## src/rtl/q_update_ctrl_if.sv

```systemverilog
// Bundle of request, configuration, Q-table RAM and updater signals around q_update_ctrl.
// act_mask is present only when Q_CTRL_MASK_EN is defined.
interface q_update_ctrl_if #(
  parameter int DATA_W    = 16,
  parameter int S_W       = 15,
  parameter int N_ACTIONS = 9,
  parameter int A_W       = 4,
  parameter int ADDR_W    = 19
);
  logic              req_valid;
  logic              req_ready;
  logic [S_W-1:0]    req_state;
  logic [A_W-1:0]    req_action;
  logic [S_W-1:0]    req_next;
  logic [DATA_W-1:0] req_reward;
  logic              req_terminal;
  logic              cfg_we;
  logic [1:0]        cfg_gamma;
  logic [1:0]        cfg_alfa;
  logic              mem_rd_en;
  logic              mem_wr_en;
  logic [ADDR_W-1:0] mem_addr;
  logic [DATA_W-1:0] mem_wdata;
  logic [DATA_W-1:0] mem_rdata;
  logic [DATA_W-1:0] upd_q;
  logic [DATA_W-1:0] upd_max_q;
  logic [DATA_W-1:0] upd_reward;
  logic [1:0]        upd_gamma;
  logic [1:0]        upd_alfa;
  logic [DATA_W-1:0] upd_q_new;
  logic              busy;
  logic              done;
`ifdef Q_CTRL_MASK_EN
  logic [N_ACTIONS-1:0] act_mask;
`endif

  // Controller side
  modport slave (
`ifdef Q_CTRL_MASK_EN
    input  act_mask,
`endif
    input  req_valid, req_state, req_action, req_next, req_reward, req_terminal,
    input  cfg_we, cfg_gamma, cfg_alfa, mem_rdata, upd_q_new,
    output req_ready, mem_rd_en, mem_wr_en, mem_addr, mem_wdata,
    output upd_q, upd_max_q, upd_reward, upd_gamma, upd_alfa, busy, done
  );

  // Agent / RAM / updater side
  modport master (
`ifdef Q_CTRL_MASK_EN
    output act_mask,
`endif
    output req_valid, req_state, req_action, req_next, req_reward, req_terminal,
    output cfg_we, cfg_gamma, cfg_alfa, mem_rdata, upd_q_new,
    input  req_ready, mem_rd_en, mem_wr_en, mem_addr, mem_wdata,
    input  upd_q, upd_max_q, upd_reward, upd_gamma, upd_alfa, busy, done
  );
endinterface

```

## src/rtl/q_update_ctrl.sv

```systemverilog
// Sequencer for one Q-learning update: read Q(s,a), scan Q(s',*) for the max, write Q_new back.
// Define Q_CTRL_MASK_EN to restrict the scan to the legal actions given by act_mask.
module q_update_ctrl #(
  parameter int DATA_W    = 16,
  parameter int S_W       = 15,
  parameter int N_ACTIONS = 9,
  parameter int A_W       = 4,
  parameter int ADDR_W    = 19
) (
  input  logic           clk,
  input  logic           rst,
  q_update_ctrl_if.slave bus
);

  typedef enum logic [2:0] {IDLE, RD_Q, SCAN, DRAIN, CALC, WR} state_t;

  state_t                      state_reg;
  logic [S_W-1:0]              s_reg;
  logic [S_W-1:0]              sn_reg;
  logic [A_W-1:0]              a_reg;
  logic [A_W-1:0]              idx_reg;
  logic [DATA_W-1:0]           r_reg;
  logic                        term_reg;
  logic [N_ACTIONS-1:0]        mask_reg;
  logic [1:0]                  cfg_gamma_reg;
  logic [1:0]                  cfg_alfa_reg;
  logic [1:0]                  gamma_snap_reg;
  logic [1:0]                  alfa_snap_reg;
  logic                        rd_pend_reg;
  logic                        q_got_reg;
  logic                        max_set_reg;
  logic signed [DATA_W-1:0]    q_reg;
  logic signed [DATA_W-1:0]    max_reg;

  logic signed [DATA_W-1:0]    q_next;
  logic signed [DATA_W-1:0]    max_next;
  logic                        max_set_next;
  logic [N_ACTIONS-1:0]        req_mask;
  logic [N_ACTIONS-1:0]        above_mask;
  logic                        first_hit;
  logic                        next_hit;
  logic [A_W-1:0]              first_idx;
  logic [A_W-1:0]              next_idx;

`ifdef Q_CTRL_MASK_EN
  assign req_mask = bus.act_mask;
`else
  assign req_mask = '1;
`endif

  function automatic logic [ADDR_W-1:0] addr_of(input logic [S_W-1:0] s, input logic [A_W-1:0] a);
    return ADDR_W'(s) * ADDR_W'(N_ACTIONS) + ADDR_W'(a);
  endfunction

  // Actions strictly after the one currently being read
  for (genvar gi = 0; gi < N_ACTIONS; gi++) begin : g_above
    assign above_mask[gi] = (gi > int'(idx_reg));
  end

  always_comb begin
    first_hit = 1'b0;
    first_idx = '0;
    next_hit  = 1'b0;
    next_idx  = '0;
    for (int k = N_ACTIONS - 1; k >= 0; k--) begin
      if (mask_reg[k]) begin
        first_hit = 1'b1;
        first_idx = A_W'(k);
      end
      if (mask_reg[k] && above_mask[k]) begin
        next_hit = 1'b1;
        next_idx = A_W'(k);
      end
    end
  end

  // Data returned for the read issued last cycle: first one is Q(s,a), the rest compete for max.
  // Strict compare so that ties keep the earlier value.
  always_comb begin
    q_next       = q_reg;
    max_next     = max_reg;
    max_set_next = max_set_reg;
    if (rd_pend_reg) begin
      if (!q_got_reg) begin
        q_next = bus.mem_rdata;
      end else if (!max_set_reg || ($signed(bus.mem_rdata) > max_reg)) begin
        max_next     = bus.mem_rdata;
        max_set_next = 1'b1;
      end
    end
  end

  always_ff @(posedge clk) begin
    if (rst) begin
      state_reg      <= IDLE;
      s_reg          <= '0;
      sn_reg         <= '0;
      a_reg          <= '0;
      idx_reg        <= '0;
      r_reg          <= '0;
      term_reg       <= 1'b0;
      mask_reg       <= '0;
      cfg_gamma_reg  <= 2'b00;
      cfg_alfa_reg   <= 2'b00;
      gamma_snap_reg <= 2'b00;
      alfa_snap_reg  <= 2'b00;
      rd_pend_reg    <= 1'b0;
      q_got_reg      <= 1'b0;
      max_set_reg    <= 1'b0;
      q_reg          <= '0;
      max_reg        <= '0;
      bus.req_ready  <= 1'b0;
      bus.mem_rd_en  <= 1'b0;
      bus.mem_wr_en  <= 1'b0;
      bus.mem_addr   <= '0;
      bus.mem_wdata  <= '0;
      bus.upd_q      <= '0;
      bus.upd_max_q  <= '0;
      bus.upd_reward <= '0;
      bus.upd_gamma  <= 2'b00;
      bus.upd_alfa   <= 2'b00;
      bus.busy       <= 1'b0;
      bus.done       <= 1'b0;
    end else begin
      if (bus.cfg_we) begin
        cfg_gamma_reg <= bus.cfg_gamma;
        cfg_alfa_reg  <= bus.cfg_alfa;
      end
      rd_pend_reg <= bus.mem_rd_en;
      q_reg       <= q_next;
      max_reg     <= max_next;
      max_set_reg <= max_set_next;
      q_got_reg   <= q_got_reg | rd_pend_reg;

      case (state_reg)
        IDLE: begin
          bus.req_ready <= 1'b1;
          if (bus.req_valid && bus.req_ready) begin
            s_reg          <= bus.req_state;
            a_reg          <= bus.req_action;
            sn_reg         <= bus.req_next;
            r_reg          <= bus.req_reward;
            term_reg       <= bus.req_terminal;
            mask_reg       <= req_mask;
            gamma_snap_reg <= cfg_gamma_reg;
            alfa_snap_reg  <= cfg_alfa_reg;
            q_got_reg      <= 1'b0;
            max_set_reg    <= 1'b0;
            q_reg          <= '0;
            max_reg        <= '0;
            bus.req_ready  <= 1'b0;
            bus.busy       <= 1'b1;
            bus.mem_rd_en  <= 1'b1;
            bus.mem_addr   <= addr_of(bus.req_state, bus.req_action);
            state_reg      <= RD_Q;
          end
        end
        RD_Q: begin
          if (!term_reg && first_hit) begin
            bus.mem_addr <= addr_of(sn_reg, first_idx);
            idx_reg      <= first_idx;
            state_reg    <= SCAN;
          end else begin
            bus.mem_rd_en <= 1'b0;
            state_reg     <= DRAIN;
          end
        end
        SCAN: begin
          if (next_hit) begin
            bus.mem_addr <= addr_of(sn_reg, next_idx);
            idx_reg      <= next_idx;
          end else begin
            bus.mem_rd_en <= 1'b0;
            state_reg     <= DRAIN;
          end
        end
        DRAIN: begin
          // Nothing scanned (terminal or empty mask) means max_Q is zero
          bus.upd_q      <= q_next;
          bus.upd_max_q  <= max_set_next ? max_next : '0;
          bus.upd_reward <= r_reg;
          bus.upd_gamma  <= gamma_snap_reg;
          bus.upd_alfa   <= alfa_snap_reg;
          state_reg      <= CALC;
        end
        CALC: begin
          bus.mem_wdata <= bus.upd_q_new;
          bus.mem_wr_en <= 1'b1;
          bus.mem_addr  <= addr_of(s_reg, a_reg);
          bus.done      <= 1'b1;
          state_reg     <= WR;
        end
        WR: begin
          bus.mem_wr_en <= 1'b0;
          bus.done      <= 1'b0;
          bus.busy      <= 1'b0;
          bus.req_ready <= 1'b1;
          state_reg     <= IDLE;
        end
        default: state_reg <= IDLE;
      endcase
    end
  end

endmodule

```

## src/flat_wrapper.sv

```systemverilog
// flat-port wrapper written by rule: the top's interface ports become plain ports
module q_update_ctrl_flat 
#(
  parameter int DATA_W    = 16,
  parameter int S_W       = 15,
  parameter int N_ACTIONS = 9,
  parameter int A_W       = 4,
  parameter int ADDR_W    = 19
)
  (clk, rst, bus_req_valid, bus_req_state, bus_req_action, bus_req_next, bus_req_reward, bus_req_terminal, bus_cfg_we, bus_cfg_gamma, bus_cfg_alfa, bus_mem_rdata, bus_upd_q_new, bus_req_ready, bus_mem_rd_en, bus_mem_wr_en, bus_mem_addr, bus_mem_wdata, bus_upd_q, bus_upd_max_q, bus_upd_reward, bus_upd_gamma, bus_upd_alfa, bus_busy, bus_done);
  q_update_ctrl_if #(.DATA_W(DATA_W), .S_W(S_W), .N_ACTIONS(N_ACTIONS), .A_W(A_W), .ADDR_W(ADDR_W)) bus_i ();
  input  logic clk;
  input  logic rst;
  input wire logic [$bits(bus_i.req_valid)-1:0] bus_req_valid;
  input wire logic [$bits(bus_i.req_state)-1:0] bus_req_state;
  input wire logic [$bits(bus_i.req_action)-1:0] bus_req_action;
  input wire logic [$bits(bus_i.req_next)-1:0] bus_req_next;
  input wire logic [$bits(bus_i.req_reward)-1:0] bus_req_reward;
  input wire logic [$bits(bus_i.req_terminal)-1:0] bus_req_terminal;
  input wire logic [$bits(bus_i.cfg_we)-1:0] bus_cfg_we;
  input wire logic [$bits(bus_i.cfg_gamma)-1:0] bus_cfg_gamma;
  input wire logic [$bits(bus_i.cfg_alfa)-1:0] bus_cfg_alfa;
  input wire logic [$bits(bus_i.mem_rdata)-1:0] bus_mem_rdata;
  input wire logic [$bits(bus_i.upd_q_new)-1:0] bus_upd_q_new;
  output wire logic [$bits(bus_i.req_ready)-1:0] bus_req_ready;
  output wire logic [$bits(bus_i.mem_rd_en)-1:0] bus_mem_rd_en;
  output wire logic [$bits(bus_i.mem_wr_en)-1:0] bus_mem_wr_en;
  output wire logic [$bits(bus_i.mem_addr)-1:0] bus_mem_addr;
  output wire logic [$bits(bus_i.mem_wdata)-1:0] bus_mem_wdata;
  output wire logic [$bits(bus_i.upd_q)-1:0] bus_upd_q;
  output wire logic [$bits(bus_i.upd_max_q)-1:0] bus_upd_max_q;
  output wire logic [$bits(bus_i.upd_reward)-1:0] bus_upd_reward;
  output wire logic [$bits(bus_i.upd_gamma)-1:0] bus_upd_gamma;
  output wire logic [$bits(bus_i.upd_alfa)-1:0] bus_upd_alfa;
  output wire logic [$bits(bus_i.busy)-1:0] bus_busy;
  output wire logic [$bits(bus_i.done)-1:0] bus_done;
  assign bus_i.req_valid = bus_req_valid;
  assign bus_i.req_state = bus_req_state;
  assign bus_i.req_action = bus_req_action;
  assign bus_i.req_next = bus_req_next;
  assign bus_i.req_reward = bus_req_reward;
  assign bus_i.req_terminal = bus_req_terminal;
  assign bus_i.cfg_we = bus_cfg_we;
  assign bus_i.cfg_gamma = bus_cfg_gamma;
  assign bus_i.cfg_alfa = bus_cfg_alfa;
  assign bus_i.mem_rdata = bus_mem_rdata;
  assign bus_i.upd_q_new = bus_upd_q_new;
  assign bus_req_ready = bus_i.req_ready;
  assign bus_mem_rd_en = bus_i.mem_rd_en;
  assign bus_mem_wr_en = bus_i.mem_wr_en;
  assign bus_mem_addr = bus_i.mem_addr;
  assign bus_mem_wdata = bus_i.mem_wdata;
  assign bus_upd_q = bus_i.upd_q;
  assign bus_upd_max_q = bus_i.upd_max_q;
  assign bus_upd_reward = bus_i.upd_reward;
  assign bus_upd_gamma = bus_i.upd_gamma;
  assign bus_upd_alfa = bus_i.upd_alfa;
  assign bus_busy = bus_i.busy;
  assign bus_done = bus_i.done;
  q_update_ctrl #(.DATA_W(DATA_W), .S_W(S_W), .N_ACTIONS(N_ACTIONS), .A_W(A_W), .ADDR_W(ADDR_W)) u_core (.clk(clk), .rst(rst), .bus(bus_i));
endmodule
```

## config.mk

```make
export PLATFORM = sky130hd
export DESIGN_NAME = q_update_ctrl_flat
export DESIGN_NICKNAME = d
export VERILOG_FILES = /design/src/rtl/q_update_ctrl_if.sv /design/src/rtl/q_update_ctrl.sv /design/src/flat_wrapper.sv
export SDC_FILE = /design/constraint.sdc
export NUM_CORES = 1
export LEC_CHECK = 0
export BUFFER_PORTS_ARGS = -buffer_cell sky130_fd_sc_hd__buf_2
export CAP_MARGIN = 20
export CORE_ASPECT_RATIO = 1.2
export CORE_MARGIN = 2
export CORE_UTILIZATION = 50
export DETAILED_ROUTE_END_ITERATION = 6
export GPL_TIMING_DRIVEN = 0
export PLACE_DENSITY = 0.75
export SETUP_SLACK_MARGIN = 0.2
export SLEW_MARGIN = 20
export SYNTH_ARGS = -nofsm -noshare
export SYNTH_HDL_FRONTEND = slang
export SYNTH_SLANG_ARGS = --single-unit
```

## constraint.sdc

```tcl
create_clock -name clk -period 3.4 [get_ports clk]
set_clock_uncertainty 0.1 [all_clocks]
set_input_delay 0.34 -clock clk [delete_from_list [all_inputs] [get_ports clk]]
set_output_delay 0.34 -clock clk [all_outputs]
set_load 0.01 [all_outputs]
```

After elaboration in Yosys (flattened, before gate mapping)
Cells that the tools add are included.
{"block": "classes", "muxes": 70, "n_reduce_logical": 25, "magnitude_cmp": 9, "addsub": 4, "n_eq_ne": 10, "n_bitwise": 1, "multipliers": 3}
{"op": "2-to-1 mux 16 bit", "count": 10}
{"op": "adder 19 x 4 -> 19 bit", "count": 4}
{"op": "2-to-1 mux 4 bit", "count": 19}
{"op": "case mux 19 bit (4 select lines)", "count": 1}
{"op": "multiplier 15 x 4 -> 19 bit, second input constant", "count": 3}
{"op": "2-to-1 mux 19 bit", "count": 3}
{"op": "2-to-1 mux 1 bit", "count": 29}
{"op": "greater-than comparator 16 bit", "count": 1}
{"op": "greater-than comparator 3 x 4 -> 1 bit, first input constant", "count": 4}
{"op": "case mux 3 bit (5 select lines)", "count": 1}
{"op": "logical AND 1 bit", "count": 10}
{"op": "greater-than comparator 2 x 4 -> 1 bit, first input constant", "count": 2}
{"op": "case mux 4 bit (2 select lines)", "count": 1}
{"op": "AND reduction 4 bit", "count": 2}
{"op": "== test 3 x 2 -> 1 bit, second input constant", "count": 2}
{"op": "== test 3 bit, second input constant", "count": 2}
{"op": "2-to-1 mux 3 bit", "count": 2}
{"op": "inequality test 2 x 1 -> 1 bit, second input constant", "count": 3}
{"op": "case mux 1 bit (2 select lines)", "count": 3}
{"op": "AND reduction 2 bit", "count": 3}
{"op": "nonzero test 2 bit", "count": 3}
{"op": "greater-than comparator 1 x 4 -> 1 bit, first input constant", "count": 1}
{"op": "greater-than comparator 4 bit, first input constant", "count": 1}
{"op": "inequality test 2 bit, second input constant", "count": 2}
{"op": "other kinds (9)", "count": 10}
{"block": "word_totals", "ff_bits": 193, "input_bits": 91, "output_inout_bits": 92}

Longest topological paths before layout
Gate-level depths: netlist (run 1).
{"block": "depth", "ltp_word": 13, "ltp_mapped": 14, "mapped_depth_nobuf": 14}

Worst setup path before layout (run 1)
OpenSTA, ideal clock, no wires.
{"block": "synth_path", "path_type": "reg-to-reg", "from": "register u_core.s_reg[0]", "to": "register u_core.bus.mem_addr[13]", "setup_ps": 132, "required_time_ps": 3168, "arrival_ps": 2971, "slack_ps": 197, "stages_incl_launch_ff": 13, "synth_period_minus_slack_ps": 3203, "path_cell_list": "dfxtp_1 -> ha_1 -> ha_1 -> ha_1 -> nor2b_1 -> o31a_1 -> or4_1 -> a22o_1 -> nor2_1 -> xor2_1 -> o22ai_1 -> a2111oi_1 -> nor3_1"}
{"block": "synth_via", "elab_chain_cells": 3}
{"element": "start: declaration", "line": "q_update_ctrl.sv:18", "rtl": "logic [S_W-1:0] s_reg;"}
{"element": "start signal: assignment", "line": "q_update_ctrl.sv:139", "rtl": "s_reg <= bus.req_state;"}
{"element": "multiplier 15 x 4 -> 19 bit", "line": "q_update_ctrl.sv:52", "rtl": "return ADDR_W'(s) * ADDR_W'(N_ACTIONS) + ADDR_W'(a);"}
{"element": "adder 19 x 4 -> 19 bit", "line": "q_update_ctrl.sv:52"}
{"element": "case mux 19 bit (4 select lines)", "line": "q_update_ctrl.sv:135", "rtl": "case (state_reg)"}
{"element": "end signal: assignment", "line": "q_update_ctrl.sv:154", "rtl": "bus.mem_addr <= addr_of(bus.req_state, bus.req_action);"}
{"element": "end signal: assignment", "line": "q_update_ctrl.sv:160", "rtl": "bus.mem_addr <= addr_of(sn_reg, first_idx);"}
{"element": "end signal: assignment", "line": "q_update_ctrl.sv:170", "rtl": "bus.mem_addr <= addr_of(sn_reg, next_idx);"}
{"element": "end: declaration", "line": "q_update_ctrl_if.sv:44", "rtl": "output req_ready, mem_rd_en, mem_wr_en, mem_addr, mem_wdata,"}
Every way passes these cells.
A chain may end at the register's enable or synchronous reset.

Worst setup path after layout (run 1)
{"block": "layout_path", "from": "register u_core.s_reg[4]", "to": "register u_core.bus.mem_addr[15]"}
Same word-level chain as after synthesis.

==> results of run 1 <==
repair_timing:
item,CTS,global route
setup endpoints to repair,10,83
hold buffers,0,0
setup buffers,15,9
resized for setup,56,59
pin swaps,25,28
power by group through the flow:
stage                     Combinational [mW]  Clock [mW]  Sequential (mW)
after floorplan                         2.14           0             2.89
after global placement                  3.15           0             2.88
after detailed placement                3.19           0             2.89
after CTS                               3.52        2.15             2.85
after global routing                    4.08        2.24             2.91
final                                   3.78        2.13             2.87
routing by layer:
| metal | global-route usage (%) | vias up | wire (um) |
|---|---|---|---|
| li1 | - | 5019 | - |
| met4 | 12.06 | 0 | 1287 |
| met3 | 5.652 | 112 | 2242 |
| met5 | 0 | - | 0 |
| met1 | 31.90 | 4804 | 12950 |
| met2 | 48.45 | 430 | 15820 |
Yosys cell counts (21+ instances only):
library cell,n
ha_1,132
xnor2_1,25
a21oi_1,143
dfxtp_1,193
o21ai_0,35
a211oi_1,28
inv_1,34
xor2_1,21
nand2_1,242
mux2i_1,38
nor2_1,128
clkbuf_1,53
path summary, 6_finish.rpt:
path / end / slack (ns) / depth (start not counted)
setup / recovery: u_core.bus.mem_addr[15] / 0.11 / 12
hold / removal: u_core.r_reg[14] / 0.02 / 3
setup reg to reg: u_core.bus.mem_addr[15] / 0.11 / 12
hold reg to reg: u_core.bus.upd_max_q[3] / 0.35 / 2
worst reg2reg max path: stages (launching register included):
cell      delay, ns
dfxtp_1        0.40
ha_4           0.23
ha_4           0.25
ha_4           0.26
o21a_1         0.20
o31a_1         0.13
or4_4          0.44
a22o_4         0.26
o41ai_4        0.25
xnor2_1        0.19
o221ai_1       0.16
a21oi_1        0.21
a22o_1         0.16
kinds of logic after synthesis:
family	after synthesis	synth area share, %
AND/OR/NAND/NOR	456	17.92
AO/OA/AOI/OAI	331	19.47
flip-flops	193	35.68
adder cells (fa/ha/maj)	137	16.08
buffers and inverters	101	3.616
XOR/XNOR	46	3.720
multiplexers	38	3.512
per-stage QoR:
| step | setup TNS [ns] | setup WS, ns | instances |
|---|---|---|---|
| after floorplan | 0 | 0.2150 | 1302 |
| after CTS | 0 | 0.1440 | 1803 |
| after global placement | -0.4216 | -0.2202 | 1756 |
| final | 0 | 0.1085 | 1812 |
| after global routing | 0 | 0.03091 | 1812 |
| after detailed placement | -0.6271 | -0.2561 | 1756 |
final cells by class:
type | instances | area share [%]
Clock inverter | 14 | 1.448
Timing Repair Buffer | 204 | 8.050
Inverter | 35 | 0.9749
Clock buffer | 18 | 3.185
Multi-Input combinational cell | 1008 | 52.92
Buffer | 66 | 2.015
Sequential cell | 193 | 28.86
Tap cell | 274 | 2.544
==> metrics.md, run 1 <==
| Metric | Value |
|---|---|
| Critical Path RT | `3.69 ns` |
| Tot Pwr | `approximately 8.8 mW` |
| Syn Nets | `1529` |
| CTS Buf Count | `17` |
| Clk buf depth | `2` |
| Pwr per Cell Area | `651.9 nW/um2` |
| Mapped Area | `~11000 um2` |
| Register area share after synthesis | `35.68%` |
| Status | `complete, no violations` |
| Startpoint types | `register` |
| CTS tree | `built` |
| Synth top area share | `a little over a third` |
| ANT nets after route | `0` |
| Sequential share of power | `between 30% and 40%` |
| CP Launch Point | `u_core.s_reg[4]` |
| Share of cells above drive strength 1 | `a little under a quarter` |
| Comb pwr share | `between 40% and 50%` |
| Top reg by flops | `u_core.bus.mem_addr` |
| Area grow syn2layout | `24.44%` |
| Buffers & Inverters on Critical Path | `0` |
| Switching power | `between 3 and 4 mW` |
| Gr ovfl total | `0` |
| Worst vdd rail ir drop | `577.8 uV` |
| First-pass GRT wire length | `between 40000 and 50000 um` |
| Area of the multi-input gates | `approximately 7100 um2` |
| Syn. warnings | `0` |
| Leakage | `between 5 and 6 nW` |
| CTS clk-pin slew, worst paths | `~0.080 ns` |
| Worst path max stage delay | `about 0.44 ns` |
| Slew of the pin with the lowest slew margin | `1.072 ns` |
| Drt pass-1 iters | `7` |
| Primary FF master, synth | `dfxtp_1` |
| Die Width | `around 140 um` |
| Post-synth ARST share | `0%` |
| Fmax achieved | `between 300 and 400 MHz` |
| Switching share of power | `41.21%` |
| Hold Crit Class | `primary input to register` |
| Post-layout util | `approximately 63%` |
| DP Wirelength | `23620 um` |
| Ports | `roughly 180` |
| Vias in the first global route | `9907` |
| Crit-path max FO | `4` |
| RR Startpoint | `u_core.s_reg[4]` |
| Syn avg cell area | `approximately 8.3 um2` |
| Clk sinks | `193` |
| Critical path type | `register to register` |
| Initial antenna violation count | `0` |
| Internal power | `between 5 and 6 mW` |
| Netlist cell types | `73` |
| Clk root buf | `clkbuf_16` |
| Max-cap violations | `0` |
| Vias | `around 10000` |
| Max-slew violations | `0` |
| H-tree lvl count | `4` |
| Post-Route WL | `32300 um` |
| Highest-count cells in the layout ignoring fill and taps | `241 x nand2_1, 187 x buf_2, 181 x dfxtp_1` |
| Drc violations | `0` |
| CP most frequent cell | `ha_4` |
| Largest net degree at the start of global routing | `20` |
| Min Tclk post-route | `roughly 3.3 ns` |
| Post-DR vias/cell | `around 5.7` |
| Part of the cycle the worst path needs | `between 90 and 100%` |
| Per-cell routed wire length | `around 18 um` |
| CP Capture Type | `register` |
| DRT iter0 DRCs | `just over 1000` |
| Die height | `165.2 um` |
| Hold_sp | `bus_req_reward[14]` |
| Commonest non-fill, non-tap cell in the layout | `nand2_1` |
| CORE AREA | `21480 um2` |
| Fillers | `between 1500 and 2000` |
| Placer Congestion | `between 0.9 and 1` |
| Max reg flops | `19` |
| WP data arrival | `between 3 and 4 ns` |
| Post-Synthesis Cells | `roughly 1300` |
| Rows | `between 50 and 60` |
| Global-route usage over all layers | `between 20% and 30%` |
| Die area | `between 20000 and 25000 um2` |
| Worst rel slew slack | `between 20 and 30%` |
| Top cells by area, synth | `dfxtp_1 36%, ha_1 15%, nand2_1 8.4%, a21oi_1 6.6%, nor2_1 4.4%` |
| Final Cell Area | `approximately 13000 um2` |
| Worst path top cell family by delay | `compound AO/OA/AOI/OAI gates` |
| # setup viols final | `0` |
| Diode count | `0` |
| Fin. Hold Viols | `0` |
| Register Area | `3889 um2` |
| Clk Latency, worst-skew pair | `roughly 0.45 ns` |
| Yosys reg bits | `~190` |
| Worst hold slack | `~0.023 ns` |
| RSZ-0062 raised after global routing | `yes` |
| Initial Util | `between 50% and 60%` |
| Crit-path cells | `ha_4, ha_4, ha_4, o21a_1, o31a_1, or4_4, a22o_4, o41ai_4, xnor2_1, o221ai_1, a21oi_1, a22o_1` |
| Clk network pwr share | `around a quarter` |
| Area after DPL | `12090 um2` |
| Slowest CP cell | `or4_4` |
| Leading area contributor after synthesis | `dfxtp_1` |
| Port Buffers | `180` |
| Post-synth EDFFs | `0` |
| Nets | `about 1800` |
(Power assumes the default switching activity.)
==> inputs of run 2 (changes only) <==
RECOVER_POWER = 25   (was default)
==> run 2 against run 1 <==
Effect of this change:
- first-iteration DRC count is 1.7% lower
- power is 0.30% lower
- sequential cell count unchanged
- combinational power about the same
- final cell count is the same
- sequential power is essentially flat
- global-route usage did not move
- cell area shrank 0.65%
- sequential share of layout area up 0.19 points
==> metrics.md, run 2 (synthesized netlist as in run 1, its figures left out) <==
| Metric | Value |
|---|---|
| Status | `complete, no violations` |
| Fin. Hold Viols | `0 (unchanged)` |
| Top reg by flops | `u_core.bus.mem_addr` |
| Clk root buf | `clkbuf_16` |
| Worst hold path stage count | `3 (unchanged)` |
| Pwr per Cell Area | `654.2 nW/um2 (+0.36%)` |
| Max reg flops | `19 (unchanged)` |
| Die area | `22860 um2 (unchanged)` |
| # setup viols final | `0 (unchanged)` |
| Leakage | `5.644 nW (-5.1%)` |
| Clk Latency, worst-skew pair | `0.45 ns (about the same)` |
| Vias | `10350 (-0.16%)` |
| DP Wirelength | `23620 um (unchanged)` |
| Slowest CP cell | `or4_4` |
| Min Tclk post-route | `3.305 ns (+0.01375 ns)` |
| Crit-path max FO | `4 (unchanged)` |
| Setup WS pre-CTS | `-0.2561 ns (unchanged)` |
| Port Buffers | `180 (unchanged)` |
| RR Startpoint | `u_core.s_reg[4]` |
| ANT nets after route | `0 (unchanged)` |
| CTS Buf Count | `17 (unchanged)` |
| Fmax achieved | `302.5 MHz (-0.42%)` |
| Worst hold slack | `0.02438 ns (+0.0008920 ns)` |
| H-tree lvl count | `4 (unchanged)` |
| RSZ-0062 raised after global routing | `yes` |
| Initial Util | `50.41% (unchanged)` |
| Highest-count cells in the layout ignoring fill and taps | `241 x nand2_1, 181 x dfxtp_1, 143 x a21oi_1` |
| CP Capture Type | `register` |
| Gr ovfl total | `0 (unchanged)` |
| Post-DR vias/cell | `5.711 (-0.16%)` |
| Critical Path RT | `3.69 ns (about the same)` |
| Critical path type | `register to register` |
| Startpoint types | `register` |
| R2R depth | `12 (unchanged)` |
| Fin Setup TNS | `0 ns (unchanged)` |
| Worst rel slew slack | `25.87% (-2.1 points)` |
| Vias in the first global route | `9907 (unchanged)` |
| Reg-to-reg critical path endpoint | `u_core.bus.mem_addr[15]` |
| Largest net degree at the start of global routing | `20 (unchanged)` |
| Max-cap violations | `0 (unchanged)` |
| Max-slew violations | `0 (unchanged)` |
| DRT iter0 DRCs | `989 (-1.7%)` |
| Share of cells above drive strength 1 | `18.01% (-4.6 points)` |
| Global-route usage over all layers | `27.25% (unchanged)` |
| Per-cell routed wire length | `17.83 um (about the same)` |
| Post-Route WL | `32310 um (about the same)` |
| Nets | `1752 (unchanged)` |
| Worst path max stage delay | `0.45 ns (about the same)` |
| R2R Setup Slk | `0.09 ns (about the same)` |
| CTS clk-pin slew, worst paths | `0.08 ns (about the same)` |
| Hold Path Sink | `u_core.r_reg[14]` |
| Placer Congestion | `0.9415 (unchanged)` |
| CP Launch Point | `u_core.s_reg[4]` |
| Drt pass-1 iters | `6 (-1)` |
| Clk sinks | `193 (unchanged)` |
| Drc violations | `0 (unchanged)` |
| CP most frequent cell | `ha_4` |
| WP data arrival | `3.60 ns (about the same)` |
| Hold Crit Class | `primary input to register` |
| Die height | `165.2 um (unchanged)` |
| Initial antenna violation count | `0 (unchanged)` |
| Worst vdd rail ir drop | `576.3 uV (-0.25%)` |
| Area grow syn2layout | `23.63%` |
| Hold_sp | `bus_req_reward[14]` |
| Part of the cycle the worst path needs | `97.21% (+0.40 points)` |
| Clk buf depth | `2 (unchanged)` |
| CTS tree | `built` |
| First-pass GRT wire length | `49970 um (unchanged)` |
| Fillers | `1874 (+2.8%)` |
| Ports | `183 (unchanged)` |
| Diode count | `0 (unchanged)` |
| Rows | `59 (unchanged)` |
| Commonest non-fill, non-tap cell in the layout | `nand2_1` |
| Die Width | `138.3 um (unchanged)` |
| CORE AREA | `21480 um2 (unchanged)` |
| Tot Pwr | `8.758 mW (-0.30%)` |
| Slew of the pin with the lowest slew margin | `1.103 ns (+0.03055 ns)` |
| Crit-path cells | `ha_4, ha_4, ha_4, o21a_1, o31a_1, or4_4, a22o_4, o41ai_4, xnor2_1, o221ai_1, a21oi_1, a22o_1` |
| Post-route setup slack | `0.09471 ns (-0.01375 ns)` |
-- run 2: cell types whose count changed in the layout (fill, tap and decap cells not counted), sizes merged --
| cell | delta |
|---|---|
| buf | -70 |
| clkbuf | +70 |
-- run 2: through the flow --
stage / area [um2] / instances / utilization, %
floorplan: 10840 / 1302 / -
global placement: 12090 / 1756 / 56.26
detailed placement: 12090 / 1756 / 56.26
CTS: 13200 / 1803 / 61.46
global route: 13390 / 1812 / 62.32
finish: 13390 / 1812 / 62.32
-- run 2: report_power, final --
group	switching [mW]	leakage [nW]	total, mW	internal, mW
clock network	1.00	0.304	2.13	1.13
logic	2.35	3.77	3.75	1.40
registers	0.264	1.57	2.88	2.61
total	3.62	5.64	8.76	5.14
-- run 2: critical path, delay by kind of cell (launching register included) --
family / cells / cell delay, ns
fa+ha+maj: 3 / 0.74
flops: 1 / 0.41
xor+xnor: 1 / 0.20
simple gates: 1 / 0.45
compound gates: 7 / 1.37
-- run 2: how the worst max path moves through the flow --
stage | to | slack [ns] | depth (start not counted)
final | u_core.bus.mem_addr[15] | 0.09 | 12
after global routing | u_core.bus.mem_addr[15] | 0.03 | 12
after CTS | u_core.bus.mem_addr[13] | 0.14 | 12
after detailed placement | u_core.bus.mem_addr[13] | -0.26 | 13
after global placement | u_core.bus.mem_addr[13] | -0.22 | 13
after floorplan | u_core.bus.mem_addr[13] | 0.22 | 12
-- run 2: final cells by class --
class	count	area (um2)	area share (%)
multi-input cells	1008	7132	53.27
clock inverters	14	195.2	1.458
repair buffers	204	997.2	7.449
well taps	274	342.8	2.561
flip-flops and latches	193	3889	29.05
inverters	35	131.4	0.9813
plain buffers	66	271.5	2.028
clock buffers	18	429.2	3.206
-- run 2: repair_timing --
item | 4_1_cts | 5_1_grt
pin swaps | 25 | 28
setup buffers | 15 | 9
resized for setup | 56 | 59
setup endpoints to repair | 10 | 83
hold buffers | 0 | 0
hold endpoints to repair | 0 | 0
-- run 2: metal layers --
metal	routed length [um]	vias up	track usage [%]
li1	-	5018	-
met1	13000	4811	31.90
met2	15860	423	48.45
met3	2227	96	5.652
met4	1224	0	12.06
met5	0	-	0
